[src/rtl/latency_tdp_ram.sv]
// Single-clock true dual-port RAM with per-port write/read latency pipelines and port-A-wins collision rule.
// Optional LATENCY_TDP_RAM_COLLISION_EN adds the registered o_collision pulse output.

// Reset-cleared delay line; each stage only loads data when the stage before it is valid,
// so the last stage holds the most recent valid word.
module latency_tdp_ram_pipe #(
  parameter int STAGES = 1,
  parameter int WIDTH  = 8
) (
  input  logic             clk,
  input  logic             rst_n,
  input  logic             in_valid,
  input  logic [WIDTH-1:0] in_data,
  output logic             out_valid,
  output logic [WIDTH-1:0] out_data
);

  logic [STAGES-1:0] valid_q;
  logic [WIDTH-1:0]  data_q [STAGES];

  always_ff @(posedge clk or negedge rst_n) begin
    if (!rst_n) begin
      valid_q <= '0;
      for (int i = 0; i < STAGES; i++) data_q[i] <= '0;
    end else begin
      valid_q[0] <= in_valid;
      if (in_valid) data_q[0] <= in_data;
      for (int i = 1; i < STAGES; i++) begin
        valid_q[i] <= valid_q[i-1];
        if (valid_q[i-1]) data_q[i] <= data_q[i-1];
      end
    end
  end

  assign out_valid = valid_q[STAGES-1];
  assign out_data  = data_q[STAGES-1];

endmodule

module latency_tdp_ram #(
  parameter int DATA_WIDTH  = 8,
  parameter int MEM_DEPTH   = 16,
  parameter int ADDR_WIDTH  = $clog2(MEM_DEPTH),
  parameter int WR_LATENCYA = 1,
  parameter int RD_LATENCYA = 1,
  parameter int WR_LATENCYB = 1,
  parameter int RD_LATENCYB = 1
) (
  input  logic                  clk,
  input  logic                  rst_n,
  input  logic                  i_ena,
  input  logic                  i_we_a,
  input  logic [ADDR_WIDTH-1:0] i_addr_a,
  input  logic [DATA_WIDTH-1:0] i_din_a,
  output logic [DATA_WIDTH-1:0] o_dout_a,
  output logic                  o_valid_a,
  input  logic                  i_enb,
  input  logic                  i_we_b,
  input  logic [ADDR_WIDTH-1:0] i_addr_b,
  input  logic [DATA_WIDTH-1:0] i_din_b,
  output logic [DATA_WIDTH-1:0] o_dout_b,
  output logic                  o_valid_b
`ifdef LATENCY_TDP_RAM_COLLISION_EN
  ,
  output logic                  o_collision
`endif
);

  localparam int                PAYLOAD_W   = ADDR_WIDTH + DATA_WIDTH;
  localparam logic [ADDR_WIDTH:0] DEPTH_LIMIT = (ADDR_WIDTH + 1)'(MEM_DEPTH);

  if (WR_LATENCYA < 1 || WR_LATENCYA > 8 || RD_LATENCYA < 1 || RD_LATENCYA > 8 ||
      WR_LATENCYB < 1 || WR_LATENCYB > 8 || RD_LATENCYB < 1 || RD_LATENCYB > 8) begin : g_bad_latency
    $error("latency_tdp_ram: every latency parameter must be in 1..8");
  end
  if (MEM_DEPTH < 2) begin : g_bad_depth
    $error("latency_tdp_ram: MEM_DEPTH must be at least 2");
  end

  function automatic logic in_range(input logic [ADDR_WIDTH-1:0] addr);
    return {1'b0, addr} < DEPTH_LIMIT;
  endfunction

  logic [DATA_WIDTH-1:0] mem [0:MEM_DEPTH-1];

  logic                  wr_req_a, wr_req_b, rd_req_a, rd_req_b;
  logic                  commit_v_a, commit_v_b;
  logic [ADDR_WIDTH-1:0] commit_addr_a, commit_addr_b;
  logic [DATA_WIDTH-1:0] commit_data_a, commit_data_b;
  logic [DATA_WIDTH-1:0] rd_word_a, rd_word_b;
  logic                  we_a, we_b, collide;

  assign wr_req_a = i_ena & i_we_a;
  assign rd_req_a = i_ena & ~i_we_a;
  assign wr_req_b = i_enb & i_we_b;
  assign rd_req_b = i_enb & ~i_we_b;

  // A latency of one commits straight from the ports; anything longer goes through W-1 stages.
  if (WR_LATENCYA == 1) begin : g_wr_a_direct
    assign commit_v_a    = rst_n & wr_req_a;
    assign commit_addr_a = i_addr_a;
    assign commit_data_a = i_din_a;
  end else begin : g_wr_a_pipe
    logic [PAYLOAD_W-1:0] payload;
    latency_tdp_ram_pipe #(.STAGES(WR_LATENCYA - 1), .WIDTH(PAYLOAD_W)) u_wr_pipe (
      .clk      (clk),
      .rst_n    (rst_n),
      .in_valid (wr_req_a),
      .in_data  ({i_addr_a, i_din_a}),
      .out_valid(commit_v_a),
      .out_data (payload)
    );
    assign commit_addr_a = payload[PAYLOAD_W-1:DATA_WIDTH];
    assign commit_data_a = payload[DATA_WIDTH-1:0];
  end

  if (WR_LATENCYB == 1) begin : g_wr_b_direct
    assign commit_v_b    = rst_n & wr_req_b;
    assign commit_addr_b = i_addr_b;
    assign commit_data_b = i_din_b;
  end else begin : g_wr_b_pipe
    logic [PAYLOAD_W-1:0] payload;
    latency_tdp_ram_pipe #(.STAGES(WR_LATENCYB - 1), .WIDTH(PAYLOAD_W)) u_wr_pipe (
      .clk      (clk),
      .rst_n    (rst_n),
      .in_valid (wr_req_b),
      .in_data  ({i_addr_b, i_din_b}),
      .out_valid(commit_v_b),
      .out_data (payload)
    );
    assign commit_addr_b = payload[PAYLOAD_W-1:DATA_WIDTH];
    assign commit_data_b = payload[DATA_WIDTH-1:0];
  end

  // Port A wins a same-address commit; out-of-range commits are dropped.
  assign we_a    = commit_v_a & in_range(commit_addr_a);
  assign collide = we_a & commit_v_b & (commit_addr_a == commit_addr_b);
  assign we_b    = commit_v_b & in_range(commit_addr_b) & ~collide;

  always_ff @(posedge clk) begin
    if (we_b) mem[commit_addr_b] <= commit_data_b;
    if (we_a) mem[commit_addr_a] <= commit_data_a;
  end

  // Reads sample the array before this edge's commits land, so read-during-write returns old data.
  assign rd_word_a = in_range(i_addr_a) ? mem[i_addr_a] : '0;
  assign rd_word_b = in_range(i_addr_b) ? mem[i_addr_b] : '0;

  latency_tdp_ram_pipe #(.STAGES(RD_LATENCYA), .WIDTH(DATA_WIDTH)) u_rd_pipe_a (
    .clk      (clk),
    .rst_n    (rst_n),
    .in_valid (rd_req_a),
    .in_data  (rd_word_a),
    .out_valid(o_valid_a),
    .out_data (o_dout_a)
  );

  latency_tdp_ram_pipe #(.STAGES(RD_LATENCYB), .WIDTH(DATA_WIDTH)) u_rd_pipe_b (
    .clk      (clk),
    .rst_n    (rst_n),
    .in_valid (rd_req_b),
    .in_data  (rd_word_b),
    .out_valid(o_valid_b),
    .out_data (o_dout_b)
  );

`ifdef LATENCY_TDP_RAM_COLLISION_EN
  always_ff @(posedge clk or negedge rst_n) begin
    if (!rst_n) o_collision <= 1'b0;
    else        o_collision <= collide;
  end
`endif

endmodule

[config.mk]
export PLATFORM = sky130hd
export DESIGN_NAME = latency_tdp_ram
export DESIGN_NICKNAME = d
export VERILOG_FILES = /design/src/rtl/latency_tdp_ram.sv
export SDC_FILE = /design/constraint.sdc
export NUM_CORES = 1
export LEC_CHECK = 0
export CAP_MARGIN = 0
export CORE_ASPECT_RATIO = 1.1
export CORE_UTILIZATION = 61
export DETAILED_ROUTE_END_ITERATION = 7
export PLACE_DENSITY = 0.92
export SLEW_MARGIN = 20
export SYNTH_ARGS = -nofsm -noshare
export SYNTH_HDL_FRONTEND = slang
export SYNTH_SLANG_ARGS = --single-unit
[constraint.sdc]
create_clock -name clk -period 1.6 [get_ports clk]
set_input_delay 0.16 -clock clk [delete_from_list [all_inputs] [get_ports clk]]
set_output_delay 0.16 -clock clk [all_outputs]
set_load 0.005 [all_outputs]
=== Word-level counts from Yosys, hierarchy flattened ===
Memories as Yosys holds them, arrays and structs flattened. A register that Yosys moved wholly into a read port is not among the register bits.
Index checks and enable logic that the tools add are counted.

* Reduce and logical (&&, ||, !) cells: 2
* Bitwise operators: 12
* Equal/unequal tests: 1
* Mux-type cells: 4

{| class="wikitable"
|+ Operators with widths
! kind !! count
|-
| $and 1x1->1 || 9
|-
| $eq 4x4->1 || 1
|-
| $mux 1 || 4
|-
| $not 1->1 || 3
|-
| $logic_not 1->1 || 2
|}

* Input port bits: 30
* Memory bits (writable): 128
* Flip-flop bits (word level): 2
* Memories: 1
* Output and inout bits: 18
* Word-level logic and storage cells: 22

{| class="wikitable"
|+ Memory list
! memory !! words !! bits a word !! rd ports !! clocked after Yosys merged registers in !! write ports !! RTL line !! source
|-
| mem || 16 || 8 || 2 || 2 || 2 || 84 || <nowiki>logic [DATA_WIDTH-1:0] mem [0:MEM_DEPTH-1];</nowiki>
|}

=== Logic depth before layout (Yosys ltp) ===
* Depth in word-level cells: 8
* Depth in mapped cells: 7
* Depth with buffers taken out: 4

=== Cells and area by module ===
From an unflattened synthesis, not the netlist that was laid out.

* Cells, all modules: 512
* Area total of the unflattened synthesis: 8,423.1 um2

{| class="wikitable"
|+ By module, submodules not included
! module !! seq. area each (um2) !! area each (um2) !! times used !! cells each
|-
| latency_tdp_ram || 3,843.7 || 7,709.9 || 1 || 476
|-
| latency_tdp_ram_pipe || 225.2 || 356.6 || 2 || 18
|}

=== Least setup slack after synthesis ===
OpenSTA, ideal clock, no wires.

* Path type: input to register
* From: input rst_n
* To: memory mem[0][0], enable pin
* Setup slack: -0.630 ns
* Library setup time: 0.398 ns
* Cell stages on the path: 6
* Buffers on the path: 2
* Data arrival time: 1.832 ns
* Required time: 1.202 ns
* Cells stage by stage: and3_1 buf_4 nand3_1 nor3_2 buf_2 o41ai_1

{| class="wikitable"
|+ RTL lines
! item !! RTL line !! source
|-
| start: declaration || 50 || <nowiki>input logic rst_n,</nowiki>
|-
| end: declaration || 84 ||
|}

==> results.json <==
{
  "status": "complete, no violations",
  "timing.max_cap.violations": 0,
  "die_h_um": 126.8,
  "r2r_end": "u_rd_pipe_b.out_data[7]",
  "leakage_nw": 4.275,
  "grt_max_degree": 21,
  "synth_area_leaders": "edfxtp_1, mux2_2, mux4_2",
  "hold_class": "in -> async",
  "drc": 0,
  "layout_common_cells": "mux2_2, edfxtp_1, buf_4, mux2i_1, clkdlybuf4s50_1",
  "synth_top_area_share_pct": 44.50,
  "slew_violations": 0,
  "cp_common_cell": "buf_4",
  "slowest_delay_ps": 380,
  "required_ps": 1780,
  "drive_gt1_share_pct": 47.99,
  "vias": 7146,
  "wl_per_cell_um": 32.08,
  "path_buf_inv": 4,
  "synth_edf_count": 128,
  "totalWireLength_um": 30760,
  "startpoint_type": "input port",
  "cts_sinks": 146,
  "cts_tree": "yes",
  "postSynth.asyncResetShare_pct": 12.33,
  "tightest_slew_ps": 577.3,
  "endpoint_kind": "register",
  "critPathKind": "in -> reg",
  "fmax_mhz": 630.2,
  "die_area_mm2": 0.01464,
  "final-setup-viol-count": 0,
  "coreArea_mm2": 0.01379,
  "syn-num-nets": 644,
  "clk_pin_slew_ps": 60,
  "grt_remaining_overflow": 0,
  "grt_first_pass_wirelength_um": 45720,
  "pwr_density_cell_mw_per_mm2": 880.3,
  "initial_core_util_pct": 62.61,
  "min_period_ps": 1587,
  "multi_input_area_mm2": 0.004482,
  "nets": 789,
  "ys_ff_latch": 146,
  "n_antenna_cell": 0,
  "crit_chain": "dlygate4sd2_1 > buf_4 > nand2_2 > buf_4 > nor2_2 > buf_12 > mux2_2",
  "syn_area_mm2": 0.008637,
  "rows": 45,
  "grt_pass1_vias": 7174,
  "fillCellCount": 663,
  "placed_cells": 916,
  "syn_inst": 614,
  "port_buffers": 47,
  "cts_htree_levels": 4,
  "final.period_utilization_pct": 99.18,
  "reg2reg_depth": 3,
  "yosys_warnings": 0,
  "avgSynthCellArea_um2": 14.07,
  "irDropWorstVdd_mv": 0.7906,
  "worstSkewPairLatency_ps": 450,
  "dr.pass1.iters": 5,
  "initialDrtViolationCount": 909,
  "worst_clock_skew_ps": 12.00,
  "num_io_pins": 48,
  "slew_headroom_pct": 61.37,
  "yosysSeqAreaShare_pct": 49.72,
  "cpMaxStageDelayCell": "mux2_2",
  "crit_arrival_ps": 1770,
  "cp_top_family": "buffers and inverters",
  "root_buffer": "clkbuf_16",
  "dp.final_hpwl_um": 18570,
  "antenna_found_initial": 0,
  "numCtsBuffers": 17,
  "power_w": 0.009935,
  "r2r_slack_ps": 20,
  "viasPerCell": 7.452,
  "postRouteAntennaNets": 0,
  "finalHoldViolCount": 0,
  "yosysUniqueCellTypes": 49,
  "regArea_mm2": 0.004294,
  "final_core_util_pct": 81.81,
  "area_delta_synth_final_pct": 30.67,
  "die_w_um": 115.5,
  "grt_use_total_pct": 44.90,
  "crit_fanout": 9,
  "fin_cells": 959,
  "cts_buffer_depth": 2,
  "yosysTopAreaCell": "edfxtp_1",
  "synth_flop_cell": "edfxtp_1",
  "gp_congestion": 1.111,
  "r2r_start": "mem[2][7]",
  "rsz0062_at_grt": "false"
}
==> power breakdown <==
| part | leakage, nW | total, W | internal [W] | switching, W |
|---|---|---|---|---|
| Sequential | 1.36 | 0.00434 | 0.00426 | 0.0000767 |
| Combinational | 2.65 | 0.00156 | 0.000753 | 0.000807 |
| Clock | 0.269 | 0.00403 | 0.00242 | 0.00162 |
==> tightest hold or removal path: cells and delay by family <==
| kind | cells | cell delay, ps |
|---|---|---|
| buffers and inverters | 5 | 710 |
==> cell usage after synthesis (all sizes together), types with 2 or more instances <==
| master | instances |
|---|---|
| o32ai | 7 |
| nor4 | 3 |
| a21oi | 2 |
| nand3b | 4 |
| o22ai | 12 |
| clkbuf | 26 |
| mux2 | 130 |
| or2 | 2 |
| mux4 | 34 |
| or3b | 2 |
| a2bb2oi | 2 |
| nand3 | 20 |
| nand4 | 3 |
| o41ai | 10 |
| dfrtp | 18 |
| nand2b | 9 |
| a22oi | 14 |
| a211oi | 4 |
| or3 | 6 |
| o21bai | 5 |
| nor2b | 10 |
| a31oi | 12 |
| buf | 27 |
| xor2 | 2 |
| nand2 | 14 |
| nor3 | 16 |
| xnor2 | 2 |
| nor2 | 26 |
| mux2i | 58 |
| edfxtp | 128 |
==> what timing repair did <==
item,4_1_cts,5_1_grt
endpoints found under the setup margin,267,60
hold buffers,2,0
hold endpoints to repair,8,0
pin swaps,10,0
cloned,4,0
resized for setup,52,9
setup buffers,4,2
==> state kept, by name (all words and copies together), names as in the netlist <==
register / flops
u_rd_pipe_a.out_valid: 1
u_rd_pipe_a.out_data: 8
u_rd_pipe_b.out_data: 8
mem: 128
u_rd_pipe_b.out_valid: 1
==> kinds of logic (layout without fill, tap and decap cells) <==
group	after synthesis	after routing	share of synthesized area, %
buf+inv	55	210	3.390
compound gates	69	69	5.838
mux	222	222	32.67
xor+xnor	4	4	0.4057
simple gates	118	120	7.982
flops	146	146	49.72
==> metrics by stage <==
stage          TNS [ps]  cell area, um^2  hold WS [ps]  setup WS (ps)
2_1_floorplan    -12390             8941        -135.6         -159.0
3_3_place_gp    -143910            10360         484.9         -646.3
3_5_place_dp    -162510            10360         478.4         -755.4
4_1_cts               0            11240         18.58          3.698
5_1_grt               0            11290         114.6          1.771
6_report              0            11290         96.49          13.17
==> worst max path at each step <==
stage / start / to / slack [ps] / cells after the start
2_1_floorplan: rst_n / mem[13][0] / -160 / 6
3_3_place_gp: rst_n / mem[8][6] / -650 / 8
3_5_place_dp: rst_n / mem[4][1] / -760 / 9
4_1_cts: i_we_b / mem[11][0] / 4 / 4
5_1_grt: rst_n / mem[0][0] / 2 / 10
6_report: i_addr_a[2] / mem[14][7] / 10 / 7
==> layer usage <==
metal | GRT usage, % | vias up | wire length (um)
met3 | 13.23 | 208 | 4051
met4 | 32.09 | 0 | 2348
met5 | 2.105 | - | 0
met2 | 65.97 | 754 | 13920
li1 | - | 2776 | -
met1 | 56.55 | 3408 | 10450
==> final cells by class <==
class	instances	share of cell area [%]
Multi-Input combinational cell	415	39.71
Sequential cell	146	38.05
Timing Repair Buffer	177	15.00
Inverter	2	0.06652
Clock inverter	12	1.253
Clock buffer	19	3.836
Tap cell	188	2.084
Note: power is estimated with default switching activity, not from simulation.
==> variant, RTL diff (same settings) <==
Change the parameter `DATA_WIDTH` from 8 to 10.
--- a/src/rtl/latency_tdp_ram.sv
+++ b/src/rtl/latency_tdp_ram.sv
@@ -40,3 +40,3 @@
 module latency_tdp_ram #(
-  parameter int DATA_WIDTH  = 8,
+  parameter int DATA_WIDTH  = 10,
   parameter int MEM_DEPTH   = 16,
Ports: changed (resized i_din_a, i_din_b, o_dout_a and o_dout_b); port bits go from 48 to 56. The function was not compared with the original's and may differ.
==> variant against the original RTL <==
The flow now finishes with violations (negative setup slack). Sequential cell count increased by 36. Area after synthesis increased by 23%. Power up 15%. Cell area is 20% higher. Global-route usage is 5.5 points lower. Register-to-register slack worse by 0.19 ns. Critical endpoint is now u_rd_pipe_a.out_data[1]$_DFFE_PN0P_. Worst setup slack worse by 0.18 ns. Routed wire length increased by 12%.
==> variant: results (changes against the original RTL) <==
Static Leak=0.00493 µW (+15%); worst-path fanout max=2 (-7); count of input and output buffers=55 (+17%); GP Congestion=1.03 (-7.3%); max FFs per register=160 (+25%); initial drt markers=772 (-15%); Area contributors post-synth=edfxtp_1 45%, mux2_2 17%, mux4_2 10%; Worst Hold Class=in -> reg; clk_skew=0.0107 ns (-0.00132 ns); Largest Register=mem; first-pass GRT wire length=49,300 µm (+7.8%); max_slew headroom=0.708 (+0.0943); critical path's largest stage delay=0.51 ns (+0.13 ns); number of global-route vias before repair=8,069 (+12%); gr usage total=0.394 (-0.0549); Hold Path Depth=4; final worst slack=-0.172 ns (-0.185 ns); Detailed Place HPWL=22,400 µm (+21%); Cell Area, Placed=0.0126 mm² (+22%); setup violators final=61 (+61); critical path data arrival time=2.10 ns (+0.33 ns); Synth async-reset ratio=0.121 (-0.00241); drt pass-1 iters=8 (+3); DRT Wirelength=34,500 µm (+12%); routed vias/inst=7.10 (-4.8%); Seq/Total Area, Yosys=0.503 (+0.00618); Final nets=872 (+11%); violated checks=negative setup slack; VDD IR max=0.000786 V (-0.59%); status=complete, but fails checks; initial antenna violation count=0 (unchanged); CP delay by family, top=multiplexers; slowest CP cell=mux4_2; n_diodes=0 (unchanged); share of layout cells above drive strength 1=0.515 (+0.0348); Mapped Nets=740 (+15%); depth of the worst register-to-register path=5 (+2); commonest cells in the netlist=160 x edfxtp_1, 158 x mux2_2, 63 x mux2i_1; clock transition at the registers of the reported paths=0.08 ns (+0.02 ns); EDFF count, synth=160 (+25%); Unique masters post-synth=36 (-27%)
==> variant: layout make-up <==
type,count,area (µm²)
clock inverter,14,150
tap,234,293
timing repair buffer,191,1980
sequential,182,5360
multi-input combinational,446,5300
fill,927,3510
clock buffer,18,429
==> variant: cells by family after synthesis <==
logic type	after synthesis	synth area share
XOR/XNOR	4	0.00329
multiplexers	280	0.352
buffers and inverters	78	0.0400
AND/OR/NAND/NOR	103	0.0523
flip-flops	182	0.503
AO/OA/AOI/OAI	59	0.0486
==> variant: timing repair <==
item / 4_1_cts / 5_1_grt
buffers inserted: 6 / 5
resized for setup: 51 / 13
pin swaps: 26 / 15
gates cloned: 1 / 1
endpoints found under the hold margin: 22 / 0
hold buffers: 1 / 0
setup endpoints to repair: 330 / 167
==> variant: path summary, 6_finish.rpt <==
path	startpoint	to	slack (ns)
worst min register to register	u_rd_pipe_a.out_data[8]$_DFFE_PN0P_	u_rd_pipe_a.out_data[8]$_DFFE_PN0P_	0.50
worst min-delay path	i_addr_b[2]	u_rd_pipe_b.out_data[4]$_DFFE_PN0P_	0.33
worst max register to register	mem[9][1]$_DFFE_PP_	u_rd_pipe_a.out_data[1]$_DFFE_PN0P_	-0.17
max in group asynchronous	rst_n	u_rd_pipe_a.out_data[6]$_DFFE_PN0P_	0.87
worst max-delay path	mem[9][1]$_DFFE_PP_	u_rd_pipe_a.out_data[1]$_DFFE_PN0P_	-0.17
min in group asynchronous	rst_n	u_rd_pipe_b.out_data[7]$_DFFE_PN0P_	0.47
==> variant: routing by layer <==
layer / global-route usage / part of all wire / routed length, µm / up-vias
met2: 0.658 / 0.49 / 17000 / 511
met4: 0.277 / 0.077 / 2640 / 0
li1: - / - / - / 3107
met5: 0 / 0 / 0 / -
met1: 0.460 / 0.34 / 11700 / 3935
met3: 0.0722 / 0.090 / 3110 / 147
==> variant: worst register-to-register path, stage by stage (launching register included) <==
cell	delay, ns
edfxtp_1	0.47
mux4_2	0.51
mux2i_1	0.20
buf_4	0.17
nor2_2	0.04
o32a_1	0.27
==> variant: power by group <==
part / internal, µW / switching, µW / leakage [µW] / total [µW]
sequential: 5310 / 90.5 / 0.00169 / 5400
combinational: 907 / 900 / 0.00296 / 1810
clock: 2310 / 1910 / 0.000279 / 4220
==> variant: metrics by stage <==
| step | hold WS (ns) | setup TNS, ns | worst slack [ns] | std cells |
|---|---|---|---|---|
| 2_1_floorplan | -0.136 | -30.33 | -0.299 | 706 |
| 3_3_place_gp | 0.479 | -189.46 | -0.670 | 1040 |
| 4_1_cts | 0.419 | -0.773 | -0.128 | 1080 |
| 6_report | 0.331 | -2.26 | -0.172 | 1085 |
| 5_1_grt | 0.336 | -4.99 | -0.163 | 1085 |
| 3_5_place_dp | 0.493 | -200.26 | -0.704 | 1040 |
